`src/rtl/seven_display_pkg.sv`:
```
// Shared types and constants for the four-digit seven-segment driver.
// Provides bus widths, the hex segment code table, blank/off constants and
// the cathode bit-order struct used on the SSEG_CA bus.
package seven_display_pkg;

  localparam int unsigned SCLK_W     = 2;
  localparam int unsigned NUM_DIGITS = 4;
  localparam int unsigned NIB_W      = 4;
  localparam int unsigned DISP_W     = NUM_DIGITS * NIB_W;
  localparam int unsigned SEG_W      = 7;
  localparam int unsigned CA_W       = SEG_W + 1;
  localparam int unsigned AN_W       = NUM_DIGITS;

  localparam logic [CA_W-1:0] SEG_BLANK = 8'hFF;
  localparam logic [AN_W-1:0] AN_OFF    = 4'b1111;

  // Cathode bit order {DP,G,F,E,D,C,B,A}: dp is bit 7, seg[0] is segment A.
  typedef struct packed {
    logic             dp;
    logic [SEG_W-1:0] seg;
  } sseg_ca_t;

  // Active-low codes for 0..F with DP off; letters render as A b C d E F.
  localparam logic [CA_W-1:0] SEG_CODES [16] = '{
    8'hC0, 8'hF9, 8'hA4, 8'hB0, 8'h99, 8'h92, 8'h82, 8'hF8,
    8'h80, 8'h90, 8'h88, 8'h83, 8'hC6, 8'hA1, 8'h86, 8'h8E
  };

endpackage

```
`src/rtl/seven_display_if.sv`:
```
// Display bus: scan index and value in, active-low cathodes/anodes out.
//   SCLK    : active digit index, 0 = rightmost
//   DISPLAY : four hex nibbles, [15:12] leftmost
//   SSEG_CA : cathodes {DP,G,F,E,D,C,B,A}, active low
//   SSEG_AN : anodes, bit i enables digit i, active low
interface seven_display_if;
  import seven_display_pkg::*;

  logic [SCLK_W-1:0] SCLK;
  logic [DISP_W-1:0] DISPLAY;
  sseg_ca_t          SSEG_CA;
  logic [AN_W-1:0]   SSEG_AN;

  modport master (output SCLK, output DISPLAY, input SSEG_CA, input SSEG_AN);
  modport slave  (input SCLK, input DISPLAY, output SSEG_CA, output SSEG_AN);
endinterface

```
`src/rtl/seven_display_hex_to_sseg.sv`:
```
// Combinational hex nibble to active-low 7-segment pattern {G..A}.
//   nibble : 4-bit hex digit
//   seg_c  : active-low segments, bit 0 = A
module hex_to_sseg
  import seven_display_pkg::*;
(
  input  logic [NIB_W-1:0] nibble,
  output logic [SEG_W-1:0] seg_c
);

  logic [CA_W-1:0] code_c;

  always_comb begin
    code_c = SEG_CODES[nibble];
    seg_c  = code_c[SEG_W-1:0];
  end

endmodule

```
`src/rtl/seven_display.sv`:
```
// Four-digit multiplexed seven-segment driver with registered active-low outputs.
//   CLK, RESET : clock and synchronous active-high reset
//   bus        : slave side of seven_display_if (SCLK/DISPLAY in, SSEG_CA/SSEG_AN out)
// Parameters: DP_EN lights the decimal point per digit; LZ_BLANK blanks leading
// zero digits 3..1.
module seven_display
  import seven_display_pkg::*;
#(
  parameter logic [NUM_DIGITS-1:0] DP_EN    = 4'b0000,
  parameter bit                    LZ_BLANK = 1'b0
) (
  input  logic           CLK,
  input  logic           RESET,
  seven_display_if.slave bus
);

  localparam logic [NUM_DIGITS-1:0] ALL_DIGITS = '1;

  logic [SCLK_W-1:0]     prev_sclk_q;
  sseg_ca_t              ca_q;
  logic [AN_W-1:0]       an_q;

  logic [NIB_W-1:0]      nibble_c;
  logic [SEG_W-1:0]      seg_c;
  logic [NUM_DIGITS-1:0] nib_zero_c;
  logic                  lz_blank_c;
  logic                  scan_change_c;
  sseg_ca_t              ca_d_c;
  logic [AN_W-1:0]       an_d_c;

  hex_to_sseg u_hex_to_sseg (
    .nibble (nibble_c),
    .seg_c  (seg_c)
  );

  // Digit mux, leading-zero detect, DP insertion and ghost blanking.
  always_comb begin
    nibble_c = bus.DISPLAY[{bus.SCLK, 2'b00} +: NIB_W];
    for (int i = 0; i < int'(NUM_DIGITS); i++) begin
      nib_zero_c[i] = (bus.DISPLAY[i*NIB_W +: NIB_W] == '0);
    end
    // Blank when this nibble and every more-significant one are zero.
    lz_blank_c = LZ_BLANK && (bus.SCLK != '0) &&
                 (NUM_DIGITS'(nib_zero_c >> bus.SCLK) == NUM_DIGITS'(ALL_DIGITS >> bus.SCLK));
    // A scan-index change turns everything off for one cycle to avoid ghosting.
    scan_change_c = (bus.SCLK != prev_sclk_q);

    an_d_c = AN_OFF;
    ca_d_c = SEG_BLANK;
    if (!scan_change_c) begin
      an_d_c[bus.SCLK] = 1'b0;
      if (!lz_blank_c) begin
        ca_d_c.dp  = ~DP_EN[bus.SCLK];
        ca_d_c.seg = seg_c;
      end
    end
  end

  // Output and previous-scan-index registers.
  always_ff @(posedge CLK) begin
    if (RESET) begin
      an_q        <= AN_OFF;
      ca_q        <= SEG_BLANK;
      prev_sclk_q <= '0;
    end else begin
      an_q        <= an_d_c;
      ca_q        <= ca_d_c;
      prev_sclk_q <= bus.SCLK;
    end
  end

  assign bus.SSEG_CA = ca_q;
  assign bus.SSEG_AN = an_q;

endmodule

```
`src/flat_wrapper.sv`:
```
// flat-port wrapper written by rule: the top's interface ports become plain ports
module seven_display_flat import seven_display_pkg::*;
#(
  parameter logic [NUM_DIGITS-1:0] DP_EN    = 4'b0000,
  parameter bit                    LZ_BLANK = 1'b0
)
  (CLK, RESET, bus_SCLK, bus_DISPLAY, bus_SSEG_CA, bus_SSEG_AN);
  seven_display_if bus_i ();
  input  logic CLK;
  input  logic RESET;
  input wire logic [$bits(bus_i.SCLK)-1:0] bus_SCLK;
  input wire logic [$bits(bus_i.DISPLAY)-1:0] bus_DISPLAY;
  output wire logic [$bits(bus_i.SSEG_CA)-1:0] bus_SSEG_CA;
  output wire logic [$bits(bus_i.SSEG_AN)-1:0] bus_SSEG_AN;
  assign bus_i.SCLK = bus_SCLK;
  assign bus_i.DISPLAY = bus_DISPLAY;
  assign bus_SSEG_CA = bus_i.SSEG_CA;
  assign bus_SSEG_AN = bus_i.SSEG_AN;
  seven_display #(.DP_EN(DP_EN), .LZ_BLANK(LZ_BLANK)) u_core (.CLK(CLK), .RESET(RESET), .bus(bus_i));
endmodule
```
`config.mk`:
```
export PLATFORM = sky130hd
export DESIGN_NAME = seven_display_flat
export DESIGN_NICKNAME = d
export VERILOG_FILES = /design/src/rtl/seven_display_pkg.sv /design/src/rtl/seven_display_if.sv /design/src/rtl/seven_display_hex_to_sseg.sv /design/src/rtl/seven_display.sv /design/src/flat_wrapper.sv
export SDC_FILE = /design/constraint.sdc
export NUM_CORES = 1
export LEC_CHECK = 0
export ABC_AREA = 1
export BUFFER_PORTS_ARGS = -buffer_cell sky130_fd_sc_hd__buf_4
export CAP_MARGIN = 20
export CORE_MARGIN = 3
export CORE_UTILIZATION = 45
export DETAILED_ROUTE_END_ITERATION = 10
export MAX_ROUTING_LAYER = met4
export PLACE_DENSITY = 0.81
export SYNTH_ARGS = -nofsm -noshare
export SYNTH_HDL_FRONTEND = slang
export SYNTH_SLANG_ARGS = --single-unit
```
`constraint.sdc`:
```
create_clock -name CLK -period 1.93 [get_ports CLK]
set_input_delay 0 -clock CLK [delete_from_list [all_inputs] [get_ports CLK]]
set_output_delay 0 -clock CLK [all_outputs]
set_load 0.05 [all_outputs]
```
Word-level counts from Yosys, hierarchy flattened
Memory sizes are Yosys's and may differ from the RTL's. A register that Yosys moved wholly into a read port is not among the register bits.
Cells that the tools add are included.
- bits in latches: 0
- register bits: 7
- memory bits (writable): 0
- output and inout port bits: 12
- logic and storage cells: 17
- ROM bits: 128
- memories kept: 1
- input port bits: 20
- reduce and logical (&&, ||, !) cells: 2
- multipliers: 0
- add/subtract/negate cells: 0
- $lt $le $gt $ge: 2
- muxes and demuxes: 4
- bitwise logic cells: 3
- shifts and indexed selects: 1
- equal/unequal tests: 1
- divide/modulo/power cells: 0
- memories (name ; depth ; bits a word ; read ports ; clocked after memory_dff ; wr ports ; RTL line ; source):
    (no name shown) ; 16 ; 8 ; 1 ; 1 ; 0 ; seven_display_hex_to_sseg.sv:14 ; code_c = SEG_CODES[nibble];
- operators with widths (cell ; number):
    $shiftx A16 B5 Y4 ; 1
    $not A4 Y5 ; 1
    $not A4 Y4 ; 1
    $lt A2 B3 Y1 const B ; 1
    $bmux W1 S2 ; 1
    $demux W1 S2 ; 1
    $ge A2 B1 Y1 const B ; 1
    $mux W1 ; 2
    $ne A2 B2 Y1 ; 1
    $reduce_or A2 Y1 ; 1
    $logic_and A1 B1 Y1 ; 1
    $not A1 Y1 ; 1

Longest topological paths before layout
- word-level depth: 5
- gate-level depth with buffers: 14
- mapped depth without buffers: 12

Cells and area by module
From an unflattened synthesis, not the netlist that was laid out.
- cell total of the unflattened synthesis: 130
- area, all modules: 859.6 um2
- by module, submodules not included (module ; cells each ; times used ; seq. area each (um2) ; area an instance (um2)):
    seven_display ; 81 ; 1 ; 260.2 ; 585.6
    hex_to_sseg ; 49 ; 1 ; 0.0 ; 274.0

Worst setup path after synthesis
Ideal clock, no wire load.
- path kind: input-to-reg
- start: input bus_SCLK[0]
- end: register u_core.bus.SSEG_CA[0] (netlist name)
- path slack: 0.682 ns
- setup time: 0.120 ns
- path buffers: 2
- data arrival time: 1.128 ns
- required time: 1.810 ns
- stages: 11
- cell sequence: buf_6 > buf_6 > nand3_1 > nand2_1 > nor2_4 > inv_1 > ha_1 > inv_1 > nand3_1 > nand3_1 > nand3_1
- word-level cells in the longest chain between the ends: 2
- elaborated cells between the ends (all ways): 4
- those cells by class: eq/ne (1); shift (1); bitwise (1); reduce/logical (1)
- RTL lines (element ; RTL line ; source):
    start, declared ; flat_wrapper.sv:11 ; input wire logic [$bits(bus_i.SCLK)-1:0] bus_SCLK;
    $shiftx A16 B5 Y4 / $ne A2 B2 Y1 (equally long branches) ; seven_display.sv:38, seven_display.sv:46 ;
    $not A4 Y5 (implied by the code) / $reduce_or A2 Y1 (equally long branches) ; - ;
Parallel ways exist; a longest one is shown, timed or not.
A chain may end at the register's enable or synchronous reset.

Worst setup path after layout
- start: input bus_SCLK[1]
- end: register u_core.bus.SSEG_CA[0] (netlist name)
- word-level cells in the longest chain between the ends: 2
- elaborated cells between the ends (all ways): 4
- those cells by class: eq/ne (1); shift (1); bitwise (1); reduce/logical (1)
- RTL lines (element ; RTL line):
    $shiftx A16 B5 Y4 / $ne A2 B2 Y1 (equally long branches) ; seven_display.sv:38, seven_display.sv:46
    $not A4 Y5 (implied by the code) / $reduce_or A2 Y1 (equally long branches) ; -
Parallel ways exist; a longest one is shown, timed or not.

==> impl_metrics.csv <==
group,metric,value,unit
outcome,status,"complete, no violations",
clock_network,root_buffer,"clkbuf_4",
synthesis,synth.most_common_cell,"nand2_1",
synthesis,syn_nets,164,
clock_network,post-cts-setup-buffers,0,
synthesis,syn-instance-count,138,
synthesis,synthTopCellsByArea,"dfxtp_1, nand2_1, nand3_1",
worst_setup_path,required,2090,ps
synthesis,ys.flop_type,"dfxtp_1",
drt,wire_per_inst,9.703,um
synthesis,ys_warn_count,0,
clock_network,cts_tree,"yes",
die,die_h,52.12,um
finish,nets,195,
place,placed_area,1161,um2
clock_network,clk_pin_slew_worst_paths,70,ps
die,core_area,1982,um2
worst_setup_path,cp_slowest_cell,"ha_1",
worst_setup_path,cp.arrival,1290,ps
sta,grt_setup_unrepaired,"no",
global_route,antenna_found_initial,0,
sta,setup_tns,0,ps
global_route,grt_max_degree,18,
sta,setup-violations-final,0,
synthesis,ys_seq_area_share,27.19,%
worst_setup_path,worst-path-max-fanout,14,
sta,hold_viol,0,
place,dp_hpwl,1534,um
synthesis,yosysTopAreaCell,"dfxtp_1",
finish,syn2layout_area_growth,25.10,%
sta,fin_skew,2.091,ps
synthesis,async_reset_ff_share,0,%
synthesis,synth_edf_count,0,
worst_setup_path,cp_slowest_stage_delay,250,ps
drt,postRouteAntennaNets,0,
power,pwr_density_cell,595.8,nW/um2
global_route,grt_pass1_vias,781,
drt,wl,1892,um
die,die_w,52.12,um
power,irDropWorstVdd,0.2899,mV
global_route,track_usage,15.70,%
drt,vias,932,
clock_network,clk_path_buf_depth,2,
global_route,grt_pass1_wl,3187,um
clock_network,cts_buffers,3,
drt,remaining_drc_errors,0,
drt,drt_iter0_drc,21,
worst_setup_path,worstSetupStartpointType,"primary input",
die,fp-row-count,16,
synthesis,synth_cell_types,18,
synthesis,syn_avg_cell_area,6.936,um2
die,initial_core_util,48.30,%
synthesis,syn-cell-area,957.2,um2
synthesis,synth.ff_latch_count,13,
drt,avgViaCountPerCell,4.779,
power,leakage,0.0006424,uW
sta,fin_crit_sh,58.82,%
sta,drv_slew,0,
power,finalPower,713.4,uW
clock_network,clock_latency,260,ps
place,gp_congestion,0.8523,
worst_setup_path,r2r_slack,890,ps
sta,fmax,880.9,MHz
worst_hold_path,min_path_type,"in2reg",
worst_setup_path,cp-end-kind,"register",
finish,final_area,1197,um2
worst_setup_path,timing.critical_path.mode_cell,"nand3_1",
finish,num_antenna_cells,0,
drt,drtPass1Iterations,4,
clock_network,cts_max_level,1,
sta,min_period,1135,ps
finish,n_fill_cell,184,
clock_network,cts.sinks,13,
worst_setup_path,path_cells,"buf_4 > inv_2 > nand3_1 > nand2_1 > nor2_4 > inv_1 > ha_1 > inv_1 > nand3_1 > nand3_1 > nand3_1",
worst_setup_path,critPathKind,"in2reg",
flow_run,cap_violations,0,
die,die_area,2716,um2
global_route,grt_overflow,0,
synthesis,synth_top_area_share,27.19,%
synthesis,synth_common_cells,"nand2_1, nand3_1, dfxtp_1",
die,io_pins,32,
place,port_buffers,30,
finish,drive_gt1_share,31.55,%
## path summary, 6_finish.rpt
| path | from | end | depth (start not counted) |
|---|---|---|---|
| setup / recovery | bus_SCLK[1] | u_core.bus.SSEG_CA[0] | 11 |
| hold / removal | bus_SCLK[1] | u_core.bus.SSEG_AN[2] | 2 |
| setup reg to reg | u_core.prev_sclk_q[0] | u_core.bus.SSEG_CA[1] | 7 |
| hold reg to reg | u_core.prev_sclk_q[1] | u_core.bus.SSEG_CA[4] | 5 |
## placed cells by master, fill, tap and decap left out, drive strengths merged
| cell | n |
|---|---|
| clkbuf | 4 |
| nand2 | 61 |
| nor2 | 9 |
| dlygate4sd3 | 1 |
| buf | 30 |
| dfxtp | 13 |
| xor2 | 2 |
| nand3 | 28 |
| conb | 1 |
| ha | 6 |
| inv | 13 |
## worst max-delay path, delay by kind of cell
family	cells	cell delay (ps)
adder cells (fa/ha/maj)	1	250
buffers and inverters	4	480
AND/OR/NAND/NOR	6	560
## power by group
group | internal (uW) | total (uW) | switching, uW
clock network | 79.9 | 155 | 75.2
registers | 282 | 286 | 3.70
logic | 98.8 | 272 | 174
total | 461 | 713 | 252
## per-stage QoR
| stage | util [%] | setup WS (ps) | cells | hold WS (ps) |
|---|---|---|---|---|
| 4_1_cts | 60.42 | 799.8 | 195 | 16.84 |
| 3_5_place_dp | 58.59 | 517.4 | 190 | 179.7 |
| 2_1_floorplan | - | 681.7 | 138 | 72.38 |
| 3_3_place_gp | 58.59 | 534.4 | 190 | 174.7 |
| 5_1_grt | 60.42 | 661.9 | 195 | 29.94 |
| 6_report | 60.42 | 794.8 | 195 | 25.25 |
## metal layers
metal  vias to the layer above  wire length, um  GRT usage [%]
met5                         -                0              -
met4                         0               16          5.240
met3                         2              118          1.719
met2                        41              964          26.99
met1                       402              792          18.96
li1                        487                -              -
## registers in the layout (all words and copies together), names as in the netlist
name	count
u_core.bus.SSEG_CA	7
u_core.bus.SSEG_AN	4
u_core.prev_sclk_q	2
## cell type report
| class | count | area, um2 | share of cell area [%] |
|---|---|---|---|
| inverter | 13 | 53.80 | 4.493 |
| timing repair buffer | 31 | 235.2 | 19.64 |
| multi-input combinational | 107 | 588.1 | 49.11 |
| sequential | 13 | 260.3 | 21.73 |
| clock buffer | 4 | 26.28 | 2.194 |
| tap | 27 | 33.78 | 2.821 |
## repair_timing
item	4_1_cts	5_1_grt
setup endpoints to repair	0	0
gates resized for setup	0	0
hold buffers	1	0
endpoints found under the hold margin	2	0
## cells by family (layout without fill, tap and decap cells)
group / count (synthesis) / count (layout) / share of synthesized area (%)
simple gates: 98 / 98 / 51.37
buf+inv: 18 / 48 / 11.37
flops: 13 / 13 / 27.19
fa+ha+maj: 6 / 6 / 7.843
xor+xnor: 2 / 2 / 1.830
other cells: 1 / 1 / 0.3918
(Power assumes the default switching activity.)
